$ cat config.mk
export PLATFORM = sky130hd
export DESIGN_NAME = ui_controller_flat
export DESIGN_NICKNAME = d
export VERILOG_FILES = /design/src/rtl/ui_pkg.sv /design/src/rtl/ui_controller_if.sv /design/src/rtl/key_edge.sv /design/src/rtl/ui_controller.sv /design/src/flat_wrapper.sv
export SDC_FILE = /design/constraint.sdc
export NUM_CORES = 1
export LEC_CHECK = 0
export CORE_ASPECT_RATIO = 1.5
export CORE_MARGIN = 2
export CORE_UTILIZATION = 24
export DETAILED_ROUTE_END_ITERATION = 8
export PLACE_DENSITY = 0.42
export SLEW_MARGIN = 20
export SYNTH_ARGS = -nofsm -noshare
export SYNTH_HDL_FRONTEND = slang
export SYNTH_HIERARCHICAL = 1
export SYNTH_SLANG_ARGS = --single-unit
$ cat constraint.sdc
create_clock -name i_clk -period 3.6 [get_ports i_clk]
set_input_delay 0.72 -clock i_clk [delete_from_list [all_inputs] [get_ports i_clk]]
set_output_delay 0.72 -clock i_clk [all_outputs]
set_load 0.02 [all_outputs]
$ cat src/rtl/ui_pkg.sv
// Shared types and constants for the front-panel UI controller.
// Holds the FSM/menu encodings, gain limits and the key-event priority picker.
package ui_pkg;

    localparam int NUM_BANDS = 6;
    localparam int GAIN_W    = 5;
    localparam logic signed [GAIN_W-1:0] GAIN_MAX = GAIN_W'(12);
    localparam logic signed [GAIN_W-1:0] GAIN_MIN = GAIN_W'(-12);

    typedef enum logic [2:0] {
        ST_INIT = 3'd0,
        ST_TOP  = 3'd1,
        ST_MENU = 3'd2,
        ST_BAND = 3'd3,
        ST_GAIN = 3'd4
    } ui_state_e;

    typedef enum logic [2:0] {
        MENU_EQ     = 3'd0,
        MENU_OFFSET = 3'd1,
        MENU_RESET  = 3'd2
    } menu_state_e;

    typedef enum logic [2:0] {
        EV_NONE,
        EV_BACK,
        EV_ENTER,
        EV_UP,
        EV_DOWN
    } ui_event_e;

    // Only one key is acted on per cycle; the rest are dropped.
    function automatic ui_event_e pick_event(input logic back, input logic enter,
                                             input logic up, input logic down);
        if (back)  return EV_BACK;
        if (enter) return EV_ENTER;
        if (up)    return EV_UP;
        if (down)  return EV_DOWN;
        return EV_NONE;
    endfunction

endpackage

$ cat src/rtl/ui_controller_if.sv
// Key/init inputs and display/EQ outputs of the UI controller.
// master = the panel/codec side driving keys, slave = the controller itself.
interface ui_controller_if;
    import ui_pkg::*;

    logic                          i_key_up;
    logic                          i_key_down;
    logic                          i_key_enter;
    logic                          i_key_back;
    logic                          i_init_done;
    logic [2:0]                    o_state;
    logic [2:0]                    o_menu_state;
    logic [2:0]                    o_band;
    logic [31:0]                   o_gain;
    logic [NUM_BANDS*GAIN_W-1:0]   o_gains;
    logic [2:0]                    o_offset;
    logic                          o_play_enable;
    logic                          o_eq_reset;

    modport master (
        output i_key_up, i_key_down, i_key_enter, i_key_back, i_init_done,
        input  o_state, o_menu_state, o_band, o_gain, o_gains, o_offset,
               o_play_enable, o_eq_reset
    );

    modport slave (
        input  i_key_up, i_key_down, i_key_enter, i_key_back, i_init_done,
        output o_state, o_menu_state, o_band, o_gain, o_gains, o_offset,
               o_play_enable, o_eq_reset
    );
endinterface

$ cat src/rtl/key_edge.sv
// Turns an active-low key level into a registered one-cycle press pulse.
// Latency: pulse appears one edge after the 1->0 transition; no backpressure.
// A key held through reset stays disarmed until it has been seen released.
module key_edge (
    input  logic i_clk,
    input  logic i_rst_n,
    input  logic i_key_n,
    output logic o_press
);

    logic key_q;
    logic armed_q;

    always_ff @(posedge i_clk or negedge i_rst_n) begin
        if (!i_rst_n) begin
            key_q   <= 1'b1;
            armed_q <= 1'b0;
            o_press <= 1'b0;
        end else begin
            key_q   <= i_key_n;
            armed_q <= armed_q | i_key_n;
            o_press <= armed_q & key_q & ~i_key_n;
        end
    end

endmodule

$ cat src/rtl/ui_controller.sv
// Menu/EQ front-panel controller: keys navigate TOP/MENU/BAND/GAIN screens.
// Latency: one cycle from registered press pulse to registered outputs.
// No backpressure: one event acted on per cycle, lower-priority events dropped.
module ui_controller
    import ui_pkg::*;
(
    input logic            i_clk,
    input logic            i_rst_n,
    ui_controller_if.slave ui
);

    logic up_evt, down_evt, enter_evt, back_evt;

    key_edge u_key_up    (.i_clk(i_clk), .i_rst_n(i_rst_n), .i_key_n(ui.i_key_up),    .o_press(up_evt));
    key_edge u_key_down  (.i_clk(i_clk), .i_rst_n(i_rst_n), .i_key_n(ui.i_key_down),  .o_press(down_evt));
    key_edge u_key_enter (.i_clk(i_clk), .i_rst_n(i_rst_n), .i_key_n(ui.i_key_enter), .o_press(enter_evt));
    key_edge u_key_back  (.i_clk(i_clk), .i_rst_n(i_rst_n), .i_key_n(ui.i_key_back),  .o_press(back_evt));

    ui_state_e                        state_q, state_d;
    menu_state_e                      menu_q, menu_d;
    logic [2:0]                       band_q, band_d;
    logic [NUM_BANDS-1:0][GAIN_W-1:0] gains_q, gains_d;
    logic [2:0]                       offset_q, offset_d;
    logic                             play_q, play_d;
    logic                             eq_reset_q, eq_reset_d;
    logic [31:0]                      gain_q, gain_d;
    ui_event_e                        evt;
    logic [2:0]                       sel_q, sel_d;
    logic signed [GAIN_W-1:0]         g_cur;

    assign evt   = pick_event(back_evt, enter_evt, up_evt, down_evt);
    assign sel_q = band_q - 3'd1;
    assign g_cur = gains_q[sel_q];

    always_comb begin
        state_d    = state_q;
        menu_d     = menu_q;
        band_d     = band_q;
        gains_d    = gains_q;
        offset_d   = offset_q;
        play_d     = play_q;
        eq_reset_d = 1'b0;

        case (state_q)
            ST_INIT: if (ui.i_init_done) state_d = ST_TOP;
            ST_TOP: begin
                case (evt)
                    EV_BACK:  begin state_d = ST_MENU; menu_d = MENU_EQ; end
                    EV_ENTER: play_d = ~play_q;
                    default:  ;
                endcase
            end
            ST_MENU: begin
                case (evt)
                    EV_BACK: state_d = ST_TOP;
                    EV_ENTER: begin
                        case (menu_q)
                            MENU_EQ:     begin state_d = ST_BAND; band_d = 3'd1; end
                            MENU_OFFSET: offset_d = offset_q + 3'd1;
                            MENU_RESET:  begin gains_d = '0; offset_d = 3'd0; eq_reset_d = 1'b1; end
                            default:     ;
                        endcase
                    end
                    EV_UP: begin
                        case (menu_q)
                            MENU_EQ:     menu_d = MENU_OFFSET;
                            MENU_OFFSET: menu_d = MENU_RESET;
                            default:     menu_d = MENU_EQ;
                        endcase
                    end
                    EV_DOWN: begin
                        case (menu_q)
                            MENU_RESET:  menu_d = MENU_OFFSET;
                            MENU_OFFSET: menu_d = MENU_EQ;
                            default:     menu_d = MENU_RESET;
                        endcase
                    end
                    default: ;
                endcase
            end
            ST_BAND: begin
                case (evt)
                    EV_UP:    band_d = (band_q == 3'(NUM_BANDS)) ? 3'd1 : band_q + 3'd1;
                    EV_DOWN:  band_d = (band_q == 3'd1) ? 3'(NUM_BANDS) : band_q - 3'd1;
                    EV_ENTER: state_d = ST_GAIN;
                    EV_BACK:  state_d = ST_MENU;
                    default:  ;
                endcase
            end
            ST_GAIN: begin
                case (evt)
                    EV_UP:   if (g_cur < GAIN_MAX) gains_d[sel_q] = g_cur + GAIN_W'(1);
                    EV_DOWN: if (g_cur > GAIN_MIN) gains_d[sel_q] = g_cur - GAIN_W'(1);
                    EV_ENTER, EV_BACK: state_d = ST_BAND;
                    default: ;
                endcase
            end
            default: state_d = ST_INIT;
        endcase

        // o_gain is registered alongside gains so both always agree.
        sel_d  = band_d - 3'd1;
        gain_d = {{(32-GAIN_W){gains_d[sel_d][GAIN_W-1]}}, gains_d[sel_d]};
    end

    always_ff @(posedge i_clk or negedge i_rst_n) begin
        if (!i_rst_n) begin
            state_q    <= ST_INIT;
            menu_q     <= MENU_EQ;
            band_q     <= 3'd1;
            gains_q    <= '0;
            offset_q   <= 3'd0;
            play_q     <= 1'b0;
            eq_reset_q <= 1'b0;
            gain_q     <= '0;
        end else begin
            state_q    <= state_d;
            menu_q     <= menu_d;
            band_q     <= band_d;
            gains_q    <= gains_d;
            offset_q   <= offset_d;
            play_q     <= play_d;
            eq_reset_q <= eq_reset_d;
            gain_q     <= gain_d;
        end
    end

    assign ui.o_state       = state_q;
    assign ui.o_menu_state  = menu_q;
    assign ui.o_band        = band_q;
    assign ui.o_gain        = gain_q;
    assign ui.o_gains       = gains_q;
    assign ui.o_offset      = offset_q;
    assign ui.o_play_enable = play_q;
    assign ui.o_eq_reset    = eq_reset_q;

endmodule
$ cat src/flat_wrapper.sv
// flat-port wrapper written by rule: the top's interface ports become plain ports
module ui_controller_flat import ui_pkg::*;
  (i_clk, i_rst_n, ui_i_key_up, ui_i_key_down, ui_i_key_enter, ui_i_key_back, ui_i_init_done, ui_o_state, ui_o_menu_state, ui_o_band, ui_o_gain, ui_o_gains, ui_o_offset, ui_o_play_enable, ui_o_eq_reset);
  ui_controller_if ui_i ();
  input logic i_clk;
  input logic i_rst_n;
  input wire logic [$bits(ui_i.i_key_up)-1:0] ui_i_key_up;
  input wire logic [$bits(ui_i.i_key_down)-1:0] ui_i_key_down;
  input wire logic [$bits(ui_i.i_key_enter)-1:0] ui_i_key_enter;
  input wire logic [$bits(ui_i.i_key_back)-1:0] ui_i_key_back;
  input wire logic [$bits(ui_i.i_init_done)-1:0] ui_i_init_done;
  output wire logic [$bits(ui_i.o_state)-1:0] ui_o_state;
  output wire logic [$bits(ui_i.o_menu_state)-1:0] ui_o_menu_state;
  output wire logic [$bits(ui_i.o_band)-1:0] ui_o_band;
  output wire logic [$bits(ui_i.o_gain)-1:0] ui_o_gain;
  output wire logic [$bits(ui_i.o_gains)-1:0] ui_o_gains;
  output wire logic [$bits(ui_i.o_offset)-1:0] ui_o_offset;
  output wire logic [$bits(ui_i.o_play_enable)-1:0] ui_o_play_enable;
  output wire logic [$bits(ui_i.o_eq_reset)-1:0] ui_o_eq_reset;
  assign ui_i.i_key_up = ui_i_key_up;
  assign ui_i.i_key_down = ui_i_key_down;
  assign ui_i.i_key_enter = ui_i_key_enter;
  assign ui_i.i_key_back = ui_i_key_back;
  assign ui_i.i_init_done = ui_i_init_done;
  assign ui_o_state = ui_i.o_state;
  assign ui_o_menu_state = ui_i.o_menu_state;
  assign ui_o_band = ui_i.o_band;
  assign ui_o_gain = ui_i.o_gain;
  assign ui_o_gains = ui_i.o_gains;
  assign ui_o_offset = ui_i.o_offset;
  assign ui_o_play_enable = ui_i.o_play_enable;
  assign ui_o_eq_reset = ui_i.o_eq_reset;
  ui_controller u_core (.i_clk(i_clk), .i_rst_n(i_rst_n), .ui(ui_i));
endmodule
==> impl_metrics.env <==
export IMPL_yosysSeqAreaShare_pct=33.2
export IMPL_p_per_area_mw_per_mm2=744
export IMPL_core_area_sq_mm=0.0185
export IMPL_drive_gt1_share_pct=20.7
export IMPL_h_tree_depth=3
export IMPL_synth_seq_cells=60
export IMPL_synth_cell_type_count=83
export IMPL_worst_pin_slew_ns=0.898
export IMPL_cp_max_fo=7
export IMPL_route_detailed_drc=0
export IMPL_finish_utilization_pct=34.3
export IMPL_synth_top_area_share_pct=30.3
export IMPL_ys_async_sr_fraction_pct=100
export IMPL_clk_latency_ns=0.34
export IMPL_layout_common_cells="clkdlybuf4s50_1, buf_4, dfrtp_1"
export IMPL_syn_area_sq_mm=0.00454
export IMPL_ant_nets=0
export IMPL_cts_path_max_buffers=2
export IMPL_firstDrtPassIters=5
export IMPL_final_min_clock_period_ns=3.49
export IMPL_arrival_ns=3.71
export IMPL_nets=642
export IMPL_clk_transition_reported_paths_ns=0.06
export IMPL_cts_tree="yes"
export IMPL_status="complete, no violations"
export IMPL_drv_slew=0
export IMPL_grt_pass1_vias=4898
export IMPL_cp_required_ns=3.82
export IMPL_grt_max_degree=39
export IMPL_worstSetupPathType="reg -> reg"
export IMPL_syn_mean_instance_area_sq_um=8.77
export IMPL_diodes=0
export IMPL_wl_per_cell_microns=21.5
export IMPL_clkSinkCount=60
export IMPL_overflow=0
export IMPL_cp_start_kind="flip-flop"
export IMPL_dieArea_sq_mm=0.0201
export IMPL_ys_flop_type="dfrtp_1"
export IMPL_grt_antenna_before_repair=0
export IMPL_layout_commonest_cell="clkdlybuf4s50_1"
export IMPL_yosys_warnings=6
export IMPL_critPathCaptureType="flip-flop"
export IMPL_wl_microns=18900
export IMPL_setup_violations=0
export IMPL_total_power_mw=4.73
export IMPL_leakagePower_nw=2.53
export IMPL_synth_edf_count=0
export IMPL_rsz0062_at_grt="true"
export IMPL_io_buffers=81
export IMPL_row_count=61
export IMPL_r2r_slack_ns=0.11
export IMPL_finalHoldViolations=0
export IMPL_initialDrtViolationCount=281
export IMPL_cts_root_buf="clkbuf_16"
export IMPL_start_util_pct=24.5
export IMPL_max_cap_violations=0
export IMPL_syn_nets=538
export IMPL_finalCritPeriodShare_pct=96.9
export IMPL_grt_usage_pct=19.3
export IMPL_fmax_mhz=287
export IMPL_layout_area_overhead_vs_synth_pct=40.0
export IMPL_die_y_microns=172
export IMPL_post_cts_setup_buffer_count=0
export IMPL_grt_pass1_wl_microns=28600
export IMPL_cts_buffers=9
export IMPL_die_w_microns=116
export IMPL_io_pins=83
export IMPL_routabilityCongestion=0.975
export IMPL_skew_ns=0.0100
export IMPL_peakVddDrop_uv=250
export IMPL_hold_class="reg -> reg"
export IMPL_vias=4841
export IMPL_synth_top_area_cell="dfrtp_1"
export IMPL_avgViaCountPerCell=5.51
export IMPL_synth_cells=518
export IMPL_hpwlAfterDp_microns=14600
export IMPL_max_slew_margin_rel_pct=40.2
export IMPL_ys_top_cells_by_area="dfrtp_1, buf_4, nand2_1"
==> layer usage <==
| metal | global-route usage [%] | routed length, microns | vias to the layer above |
|---|---|---|---|
| met1 | 21.1 | 6860 | 2365 |
| met2 | 34.1 | 9600 | 252 |
| li1 | - | - | 2160 |
| met5 | 0 | 0 | - |
| met4 | 13.5 | 1340 | 0 |
| met3 | 2.52 | 1130 | 64 |
==> area by class of cell <==
cell class              count  area, sq um
clock buffers              11          253
clock inverters             5          106
fillers                  1925        12200
inverters                  14         56.3
multi-input cells         388         2800
flip-flops and latches     60         1510
well taps                 252          315
repair buffers            149         1320
==> cells by family after synthesis <==
| kind of cell | after synthesis | share of synthesized area (%) |
|---|---|---|
| muxes | 22 | 5.48 |
| AOI/OAI and AO/OA | 174 | 28.7 |
| other | 1 | 0.0826 |
| xor gates and xnor gates | 8 | 1.87 |
| buffers and inverters | 70 | 8.35 |
| and+or+nand+nor | 170 | 18.8 |
| adders and majority gates | 13 | 3.58 |
| DFF | 60 | 33.2 |
==> where the power goes <==
part	internal [mW]	switching (mW)	leakage, nW
registers	0.790	0.175	0.777
logic	1.12	1.58	1.59
clock network	0.717	0.346	0.172
total	2.63	2.10	2.53
==> per-stage QoR <==
step	instance area [sq um]	setup TNS, ns	setup WS, ns	hold slack, ns	std cells
2_1_floorplan	4600	-0.369	-0.202	0.422	518
3_3_place_gp	5900	0	0.0464	0.439	863
3_5_place_dp	5900	-0.0183	-0.0183	0.442	863
4_1_cts	6280	0	0.0321	0.459	879
5_1_grt	6360	-0.0478	-0.0478	0.483	879
6_report	6360	0	0.111	0.459	879
==> synthesized netlist by cell type, drive strengths merged (6+ instances only) <==
master,count
o211ai,19
nor2,41
dfrtp,55
buf,39
a32oi,7
ha,13
a21oi,22
nand4,8
nand3,14
or3,6
nor3,13
o21ai,41
inv,14
o31ai,6
clkbuf,17
nand2,50
mux2i,17
a32o,7
==> registers in the layout (all words and copies together), names as in the netlist, 2 cells and up <==
| name | cells |
|---|---|
| u_core/ui.o_band | 3 |
| u_core/ui.o_state | 3 |
| u_core/ui.o_gains | 30 |
| u_core/ui.o_offset | 3 |
| u_core/ui.o_menu_state | 2 |
| u_core/ui.o_gain | 5 |
==> worst max-delay path, stage by stage, from the launching register on <==
cell	delay, ns
dfstp_2	0.56
clkinvlp_4	0.10
ha_4	0.21
xor2_4	0.17
or3_1	0.35
o221a_4	0.17
ha_4	0.28
inv_2	0.03
or3_1	0.36
o32ai_1	0.19
nor4_2	0.11
a41oi_2	0.21
o211ai_1	0.13
a32o_1	0.31
a32o_1	0.20
==> path summary, 6_finish.rpt <==
check                                          start                   endpoint  cells after the start
max                              u_core/ui.o_band[0]        u_core/ui.o_gain[1]                     14
min                        u_core/u_key_down/armed_q  u_core/u_key_down/armed_q                      1
max reg2reg                      u_core/ui.o_band[0]        u_core/ui.o_gain[1]                     14
max in group asynchronous                    i_rst_n        u_core/ui.o_band[0]                      2
min in group asynchronous                    i_rst_n       u_core/ui.o_gains[1]                      1
min reg2reg                u_core/u_key_down/armed_q  u_core/u_key_down/armed_q                      1
==> timing repair <==
action                                  CTS  global route
gates resized for setup                   2            14
pin swaps                                 0             2
endpoints found under the setup margin    1             5
cloned                                    0             0
hold buffers                              0             0
No activity file was read; power rests on OpenSTA's default activity.
